## src/rtl/solution_serializer.sv

```systemverilog
// Streams a solved board from the row BRAM to a UART byte interface: a rows/cols header,
// then the board bits row-major, column 0 first. Define SERIALIZER_CHECKSUM_EN for a trailing XOR byte.
module solution_serializer #(
  parameter int MAX_COLS = 16,
  parameter int ADDR_W   = 4,
  parameter int READ_LAT = 2
) (
  input  logic                clk,
  input  logic                rst,
  input  logic                start,
  input  logic [7:0]          num_rows,
  input  logic [7:0]          num_cols,
  output logic [ADDR_W-1:0]   row_addr,
  input  logic [MAX_COLS-1:0] row_data,
  output logic [7:0]          byte_out,
  output logic                valid_out,
  input  logic                ready_in,
  output logic                busy,
  output logic                done
);

  typedef enum logic [2:0] {
    IDLE, HDR_R, HDR_C, FETCH, SHIFT, SEND,
`ifdef SERIALIZER_CHECKSUM_EN
    CKSUM,
`endif
    FINISH
  } state_t;

`ifdef SERIALIZER_CHECKSUM_EN
  localparam state_t END_ST = CKSUM;
`else
  localparam state_t END_ST = FINISH;
`endif

  localparam logic [7:0] ROWS_MAX = 8'(2 ** ADDR_W);
  localparam logic [7:0] COLS_MAX = 8'(MAX_COLS);
  localparam logic [2:0] LAT_C    = 3'(READ_LAT);

  state_t              state_q, state_d;
  logic [7:0]          rows_q, cols_q;
  logic [7:0]          col_cnt;
  logic [2:0]          lat_cnt;
  logic [MAX_COLS-1:0] row_reg;
  logic [7:0]          acc_q, byte_q;
  logic [3:0]          acc_cnt;
  logic [15:0]         bits_left;
  logic                row_end;
  logic [7:0]          acc_n;
  logic                last_col, last_row, fire;
`ifdef SERIALIZER_CHECKSUM_EN
  logic [7:0]          cksum_q;
`endif

  assign acc_n    = {acc_q[6:0], row_reg[0]};
  assign last_col = (col_cnt == cols_q - 8'd1);
  assign last_row = (8'(row_addr) == rows_q - 8'd1);
  assign fire     = valid_out & ready_in;
  assign busy     = (state_q != IDLE) && (state_q != FINISH);
  assign done     = (state_q == FINISH);

  // NOTE: every output of this block gets a default first, so no path can infer a latch.
  always_comb begin
    state_d   = state_q;
    valid_out = 1'b0;
    byte_out  = 8'h00;
    case (state_q)
      IDLE:  if (start) state_d = HDR_R;
      HDR_R: begin
        valid_out = 1'b1;
        byte_out  = rows_q;
        if (ready_in) state_d = HDR_C;
      end
      HDR_C: begin
        valid_out = 1'b1;
        byte_out  = cols_q;
        if (ready_in) state_d = (rows_q == 8'd0 || cols_q == 8'd0) ? END_ST : FETCH;
      end
      FETCH: if (lat_cnt == LAT_C) state_d = SHIFT;
      SHIFT: begin
        if (acc_cnt == 4'd7 || (last_col && last_row)) state_d = SEND;
        else if (last_col)                              state_d = FETCH;
      end
      SEND: begin
        valid_out = 1'b1;
        byte_out  = byte_q;
        if (ready_in) begin
          if (bits_left == 16'd0) state_d = END_ST;
          else if (row_end)       state_d = FETCH;
          else                    state_d = SHIFT;
        end
      end
`ifdef SERIALIZER_CHECKSUM_EN
      CKSUM: begin
        valid_out = 1'b1;
        byte_out  = cksum_q;
        if (ready_in) state_d = FINISH;
      end
`endif
      FINISH:  state_d = IDLE;
      default: state_d = IDLE;
    endcase
  end

  // NOTE: registered state uses non-blocking assignments so all flops update from pre-edge values.
  always_ff @(posedge clk) begin
    if (rst) begin
      state_q   <= IDLE;
      rows_q    <= '0;
      cols_q    <= '0;
      row_addr  <= '0;
      col_cnt   <= '0;
      lat_cnt   <= '0;
      row_reg   <= '0;
      acc_q     <= '0;
      byte_q    <= '0;
      acc_cnt   <= '0;
      bits_left <= '0;
      row_end   <= 1'b0;
    end else begin
      state_q <= state_d;
      case (state_q)
        IDLE: if (start) begin
          rows_q   <= (num_rows > ROWS_MAX) ? ROWS_MAX : num_rows;
          cols_q   <= (num_cols > COLS_MAX) ? COLS_MAX : num_cols;
          row_addr <= '0;
          acc_q    <= '0;
          acc_cnt  <= '0;
          row_end  <= 1'b0;
        end
        HDR_C: if (ready_in) begin
          bits_left <= 16'(rows_q) * 16'(cols_q);
          row_addr  <= '0;
          lat_cnt   <= '0;
        end
        FETCH: begin
          if (lat_cnt == LAT_C) begin
            row_reg <= row_data;
            lat_cnt <= '0;
            col_cnt <= '0;
            row_end <= 1'b0;
          end else begin
            lat_cnt <= lat_cnt + 3'd1;
          end
        end
        SHIFT: begin
          acc_q     <= acc_n;
          row_reg   <= row_reg >> 1;
          col_cnt   <= col_cnt + 8'd1;
          bits_left <= bits_left - 16'd1;
          if (acc_cnt == 4'd7) begin
            byte_q  <= acc_n;
            acc_cnt <= '0;
          end else if (last_col && last_row) begin
            byte_q  <= acc_n << (4'd7 - acc_cnt);
            acc_cnt <= '0;
          end else begin
            acc_cnt <= acc_cnt + 4'd1;
          end
          // A full byte at a row end is sent before the next row address is issued.
          if (last_col && !last_row) begin
            if (acc_cnt == 4'd7) row_end  <= 1'b1;
            else                 row_addr <= row_addr + 1'b1;
          end
        end
        SEND: if (ready_in && row_end && bits_left != 16'd0) begin
          row_addr <= row_addr + 1'b1;
          row_end  <= 1'b0;
        end
        default: ;
      endcase
    end
  end

`ifdef SERIALIZER_CHECKSUM_EN
  always_ff @(posedge clk) begin
    if (rst)                            cksum_q <= '0;
    else if (state_q == IDLE && start)  cksum_q <= '0;
    else if (fire && state_q != CKSUM)  cksum_q <= cksum_q ^ byte_out;
  end
`else
  logic unused_fire;
  assign unused_fire = fire;
`endif

endmodule

```

## config.mk

```make
export PLATFORM = sky130hd
export DESIGN_NAME = solution_serializer
export DESIGN_NICKNAME = d
export VERILOG_FILES = /design/src/rtl/solution_serializer.sv
export SDC_FILE = /design/constraint.sdc
export NUM_CORES = 1
export LEC_CHECK = 0
export BUFFER_PORTS_ARGS = -buffer_cell sky130_fd_sc_hd__buf_2
export CAP_MARGIN = 0
export CORE_MARGIN = 3
export CORE_UTILIZATION = 45
export CTS_BUF_LIST = sky130_fd_sc_hd__clkbuf_8 sky130_fd_sc_hd__clkbuf_16
export DETAILED_ROUTE_END_ITERATION = 7
export GPL_TIMING_DRIVEN = 0
export PLACE_DENSITY = 0.75
export REMOVE_ABC_BUFFERS = 1
export SLEW_MARGIN = 20
export SYNTH_ARGS = -nofsm -noshare
export SYNTH_HDL_FRONTEND = slang
export SYNTH_SLANG_ARGS = --single-unit
```

## constraint.sdc

```tcl
create_clock -name clk -period 4.2 [get_ports clk]
set_input_delay 0.84 -clock clk [delete_from_list [all_inputs] [get_ports clk]]
set_output_delay 0.84 -clock clk [all_outputs]
set_load 0.02 [all_outputs]
```

==> metrics.yaml, run 1 <==
outcome:
  status: "completed"
worst_setup_path:
  cp_slowest_cell: "fa_1"
  start_kind: "flip-flop"
  reg2reg_depth: 16
  worstPathMaxFanout: 7
  worst_path_most_repeated_cell: "fa_1"
  crit_path_max_incr_delay_ns: 0.58
  critPathKind: "flip-flop to flip-flop"
  cp_cell_sequence: "buf_4 -> and2_1 -> fa_1 -> fa_1 -> fa_1 -> inv_1 -> fa_1 -> inv_2 -> ha_4 -> nor3_4 -> o211ai_1 -> a41oi_2 -> buf_4 -> nand3b_1 -> o21ai_1 -> a21oi_1"
  timing.rr.start: "cols_q[2]$_SDFFE_PP0P_"
  reg2reg_to: "bits_left[14]$_SDFFE_PP0P_"
  reg2reg_slack_ns: 0.06
  required_ns: 4.42
  cp.arrival_ns: 4.35
  end_kind: "flip-flop"
global_route:
  antenna_found_initial: 0
  grt_pass1_vias: 5768
  top_usage_layer: "met2"
  grt_max_degree: 73
  use_met2_pct: 33.6
  grt_pass1_wl_um: 27800
  gr-usage-met3_pct: 4.19
  grt_util_all_layers_pct: 20.7
  overflow: 0
  grt_use_met1_pct: 27.3
logic_synthesis:
  synth_area_per_cell_um2: 8.07
  synth_top_area_share_pct: 25.4
  ys_warn_count: 0
  ys_ff_latch: 86
  synth_area_leaders: "dfxtp_1, fa_1, ha_1, a21oi_1, and2_1"
  synthCells: 840
  ys_seq_area_share_pct: 25.4
  post_synth_num_cell_types: 67
  netlist_area_um2: 6780
  yosysTopAreaCell: "dfxtp_1"
  synth_edf_count: 0
  synth-main-ff-cell: "dfxtp_1"
  async_flop_share_pct: 0
power:
  power.total_w: 0.00308
  p_per_area_nw_per_um2: 388
  max-vdd-ir-drop_mv: 0.416
  leakagePower_nw: 3.32
job:
  cap_violations: 0
routing:
  drc: 0
  drt_wl_total_um: 17500
  ant_nets: 0
  drt-initial-drc-count: 464
  firstDrtPassIters: 5
  avgViaCountPerCell: 5.87
  wl_per_cell_um: 16.2
  vias: 6333
cells_and_area:
  area_delta_synth_final_pct: 16.9
  finalNetCount: 1004
  drive_gt1_share_pct: 19.3
  n_antenna_cell: 0
  post-route-util_pct: 54.1
clocking:
  cts_hold_buf: 0
  cts.clk_slew.worst_paths_ns: 0.07
  cts_max_level: 3
  cts_tree: "built"
  clock_latency_ns: 0.36
  cts.sinks: 86
  cts_made_buffers: 9
  cts_max_path_buffers: 2
  cts_root_buffer: "clkbuf_16"
place:
  hpwl_um: 11600
  portBuffers: 50
  dpl_worst_slack_ns: -0.556
  gp_congestion: 0.841
floorplanning:
  initial_utilization_pct: 46.3
  die_x_um: 129
  core-area_um2: 14600
  rows: 44
  die_area_um2: 16600
  die_height_um: 129
  boundaryPins: 51
timing:
  finClkSkew_ns: 0.00597
  rsz0062_at_grt: "true"
  worstMarginPinSlew_ns: 0.807
  layout_setup_ws_ns: 0.0637
  fmax_mhz: 242
  setup_tns_ns: 0
  fin_crit_sh_pct: 98.5
  slew_headroom_pct: 46.1
  finalMaxSlewViolations: 0
  setup_viol_count_final: 0
  timing.final.hold_violations: 0
  period_minus_slack_ns: 4.14
min_path:
  hold_path_depth: 2
  worstHoldEndpoint: "row_reg[4]$_SDFFE_PP0P_"
  hold_path.class: "flip-flop to flip-flop"
  min_from: "row_reg[4]$_SDFFE_PP0P_"
## worst max-delay path by stage
stage / cells past startpoint / endpoint / from
global placement: 5 / col_cnt[2]$_SDFFE_PP0P_ / state_q[2]$_SDFFE_PP0P_
global route: 16 / bits_left[14]$_SDFFE_PP0P_ / cols_q[2]$_SDFFE_PP0P_
CTS: 14 / bits_left[13]$_SDFFE_PP0P_ / rows_q[1]$_SDFFE_PP0P_
floorplan: 5 / col_cnt[2]$_SDFFE_PP0P_ / state_q[2]$_SDFFE_PP0P_
finish: 16 / bits_left[14]$_SDFFE_PP0P_ / cols_q[2]$_SDFFE_PP0P_
detailed placement: 16 / bits_left[12]$_SDFFE_PP0P_ / cols_q[4]$_SDFFE_PP0P_
## logic make-up (layout without fill, tap and decap cells)
kind of cell    count (synthesis)  after routing  share of synthesized area, %
flops                          86             86                          25.4
simple gates                  314            314                          23.3
buf+inv                       114            169                          6.53
xor+xnor                       23             23                          2.97
compound gates                201            201                          19.2
mux                            24             24                          4.21
fa+ha+maj                      78             78                          18.4
## layout make-up
| class | instances | area [um^2] |
|---|---|---|
| Clock buffer | 9 | 225 |
| Clock inverter | 7 | 121 |
| Multi-Input combinational cell | 640 | 4790 |
| Sequential cell | 86 | 1770 |
| Tap cell | 184 | 230 |
| Timing Repair Buffer | 91 | 556 |
| Fill cell | 1301 | 6720 |
| Inverter | 62 | 233 |
## power breakdown
| part | internal, W | switching (W) | leakage (nW) |
|---|---|---|---|
| registers | 0.000901 | 0.000170 | 0.707 |
| clock network | 0.000585 | 0.000361 | 0.169 |
| logic | 0.000395 | 0.000665 | 2.45 |
| total | 0.00188 | 0.00120 | 3.32 |
## worst max-delay path: cells and delay by family (launching register included)
family                     cells  cell delay, ns
AOI/OAI and AO/OA              4            0.61
adders and majority gates      5            2.23
buffers and inverters          4            0.41
DFF                            1            0.38
and+or+nand+nor                3            0.36
## cells in the mapped netlist, types with 7 or more instances
library cell / number
dfxtp_1: 86
nor2_1: 83
nand2_1: 76
a21oi_1: 63
inv_1: 62
and2_1: 50
clkbuf_1: 49
ha_1: 42
o21ai_0: 38
fa_1: 36
a22oi_1: 35
nand3_1: 21
nor3_1: 20
xnor2_1: 18
mux2i_1: 15
nor4_1: 12
nand3b_1: 9
nand2b_1: 7
nor3b_1: 7
or4_1: 7
## cell usage in the layout (no fill, tap or decap), drive strengths merged, types with 21 or more instances in the layout
master	instances
nor2	83
fa	36
nand2	77
and2	50
buf	90
a21oi	63
inv	65
ha	42
a22oi	35
o21ai	40
dfxtp	86
nand3	21
## layer usage
layer  up-vias  routed length [um]
li1       3048                   -
met1      3050                7650
met2       202                8370
met3        33                1120
met4         0                 352
met5         -                   0
## per-stage QoR
step | area [um^2] | hold slack [ns] | instances
6_report | 7930 | 0.457 | 1079
4_1_cts | 7700 | 0.458 | 1063
2_1_floorplan | 6570 | 0.431 | 788
3_3_place_gp | 7050 | 0.444 | 1022
5_1_grt | 7930 | 0.467 | 1079
3_5_place_dp | 7100 | 0.448 | 1026
## timing repair
action,4_1_cts,5_1_grt
endpoints found under the setup margin,8,6
pin swaps,2,27
resized for setup,36,27
setup buffers,21,16
Note: power is estimated with default switching activity, not from simulation.
==> inputs of run 2 (changes only) <==
--- a/config.mk
+++ b/config.mk
@@ -9,7 +9,7 @@
 export CAP_MARGIN = 0
 export CORE_MARGIN = 3
 export CORE_UTILIZATION = 45
-export CTS_BUF_LIST = sky130_fd_sc_hd__clkbuf_8 sky130_fd_sc_hd__clkbuf_16
+export CTS_BUF_LIST = sky130_fd_sc_hd__clkbuf_8
 export DETAILED_ROUTE_END_ITERATION = 7
 export GPL_TIMING_DRIVEN = 0
 export PLACE_DENSITY = 0.75
==> run 2 against run 1 <==
Routed wire length down 0.73%; first-iteration DRC count shrank 3.4%; highest routed layer unchanged; global-route usage is 0.28 points lower; core utilization shrank 0.68 points; largest power group unchanged; largest cell class unchanged; non-clock buffer count increased by 1; sequential share of layout area grew 0.27 points; clock power down 23%; via count fell by 0.82%; hold slack improved by 0.0042 ns; combinational power about the same.
==> metrics.yaml, run 2 (synthesis gave the netlist of run 1 again) <==
floorplanning:
  initial_utilization_pct: 46.3
  die_height_um: 129
  die_x_um: 129
  rows: 44
  boundaryPins: 51
  die_area_um2: 16600
  core-area_um2: 14600
cells_and_area:
  post-route-util_pct: 53.5
  final_cell_count_no_fill: 1080
  area_delta_synth_final_pct: 15.4
  drive_gt1_share_pct: 19.6
  finalNetCount: 1005
  n_antenna_cell: 0
  fillers: 1329
  layout_commonest_cell: "nor2_1"
  final_cell_mix: "nor2_1, nand2_1, dfxtp_1"
job:
  cap_violations: 0
worst_setup_path:
  start_kind: "flip-flop"
  timing.rr.start: "rows_q[5]$_SDFFE_PP0P_"
  cp.arrival_ns: 4.34
  worstPathMaxFanout: 8
  required_ns: 4.45
  reg2reg_to: "bits_left[14]$_SDFFE_PP0P_"
  end_kind: "flip-flop"
  reg2reg_slack_ns: 0.11
  critPathKind: "flip-flop to flip-flop"
  reg2reg_depth: 17
timing:
  worstMarginPinSlew_ns: 0.816
  setup_viol_count_final: 0
  finClkSkew_ns: 0.00990
  finalMaxSlewViolations: 0
  period_minus_slack_ns: 4.09
  rsz0062_at_grt: "true"
  fin_crit_sh_pct: 97.4
  timing.final.hold_violations: 0
  fmax_mhz: 245
  slew_headroom_pct: 45.5
place:
  hpwl_um: 11600
  portBuffers: 50
  gp_congestion: 0.841
  placed_cells: 1026
min_path:
  hold_path_depth: 2
  hold_path.class: "flip-flop to flip-flop"
  worstHoldEndpoint: "row_reg[13]$_SDFFE_PP0P_"
  min_from: "row_reg[13]$_SDFFE_PP0P_"
clocking:
  cts_hold_buf: 0
  cts_tree: "built"
  cts_root_buffer: "clkbuf_8"
  clock_latency_ns: 0.39
  cts.sinks: 86
  cts.clk_slew.worst_paths_ns: 0.09
  cts_max_level: 3
  cts_max_path_buffers: 2
  cts_made_buffers: 9
routing:
  ant_nets: 0
  avgViaCountPerCell: 5.82
  drt-initial-drc-count: 448
  drt_wl_total_um: 17400
  wl_per_cell_um: 16.1
  vias: 6281
  drc: 0
  firstDrtPassIters: 5
power:
  max-vdd-ir-drop_mv: 0.287
  p_per_area_nw_per_um2: 366
  leakagePower_nw: 3.29
global_route:
  grt_max_degree: 73
  antenna_found_initial: 0
  grt_pass1_vias: 5720
  grt_pass1_wl_um: 27600
  grt_util_all_layers_pct: 20.4
  overflow: 0
outcome:
  status: "completed"
[run 2: cell count changes in the layout (fill, tap and decap cells not counted), moves of 2 or more]
cell       before  now
clkbuf_8        0    9
clkbuf_16       9    0
inv_1          60   58
inv_2           3    5
buf_4          40   42
[run 2: area by class of cell]
type | count | area (um^2) | area share [%]
multi-input cells | 640 | 4780 | 61.1
flip-flops and latches | 86 | 1770 | 22.6
repair buffers | 92 | 566 | 7.22
inverters | 62 | 233 | 2.97
well taps | 184 | 230 | 2.94
clock buffers | 9 | 124 | 1.58
clock inverters | 7 | 121 | 1.55
[run 2: worst max path at each step]
stage / depth (start not counted) / to / startpoint
2_1_floorplan: 5 / col_cnt[2]$_SDFFE_PP0P_ / state_q[2]$_SDFFE_PP0P_
3_3_place_gp: 5 / col_cnt[2]$_SDFFE_PP0P_ / state_q[2]$_SDFFE_PP0P_
3_5_place_dp: 16 / bits_left[12]$_SDFFE_PP0P_ / cols_q[4]$_SDFFE_PP0P_
4_1_cts: 14 / bits_left[13]$_SDFFE_PP0P_ / cols_q[7]$_SDFFE_PP0P_
5_1_grt: 16 / bits_left[14]$_SDFFE_PP0P_ / cols_q[2]$_SDFFE_PP0P_
6_report: 17 / bits_left[14]$_SDFFE_PP0P_ / rows_q[5]$_SDFFE_PP0P_
[run 2: routing by layer]
metal / GRT usage (%) / wire length [um] / up-vias
met4: 6.11 / 252 / 0
met1: 27.5 / 7630 / 2998
li1: - / - / 3049
met2: 32.7 / 8290 / 211
met5: 0 / 0 / -
met3: 4.73 / 1190 / 23
[run 2: stage by stage]
| stage | hold WS, ns | area (um^2) | worst slack [ns] | power, W | setup TNS, ns |
|---|---|---|---|---|---|
| finish | 0.461 | 7830 | 0.111 | 0.00286 | 0 |
| global route | 0.472 | 7830 | -0.0706 | 0.00305 | -0.112 |
| CTS | 0.462 | 7600 | -0.0232 | 0.00285 | -0.0232 |
| detailed placement | 0.448 | 7100 | -0.556 | 0.00209 | -3.05 |
| global placement | 0.444 | 7050 | -2.90 | 0.00206 | -111.56 |
| floorplan | 0.431 | 6570 | -0.484 | 0.00178 | -8.81 |
[run 2: worst max-delay path: stages (launching register included)]
cell,delay (ns)
dfxtp_4,0.42
nand2_2,0.07
fa_1,0.52
fa_1,0.58
inv_2,0.04
fa_1,0.47
inv_1,0.05
fa_1,0.49
inv_2,0.05
ha_4,0.21
o21a_1,0.18
o21ai_1,0.13
nand2b_1,0.10
a41oi_2,0.28
buf_4,0.16
nand3b_1,0.06
o21ai_1,0.08
a21oi_1,0.07
[run 2: what timing repair did]
| item | in CTS | in global routing |
|---|---|---|
| buffers inserted | 22 | 16 |
| gates resized for setup | 36 | 29 |
| endpoints found under the setup margin | 8 | 7 |
| pin swaps | 2 | 36 |
[run 2: report_power, final]
part / switching (W) / total (W) / leakage (nW) / internal (W)
Combinational: 0.000666 / 0.00106 / 2.46 / 0.000395
Sequential: 0.000171 / 0.00107 / 0.706 / 0.000900
Clock: 0.000332 / 0.000731 / 0.123 / 0.000399
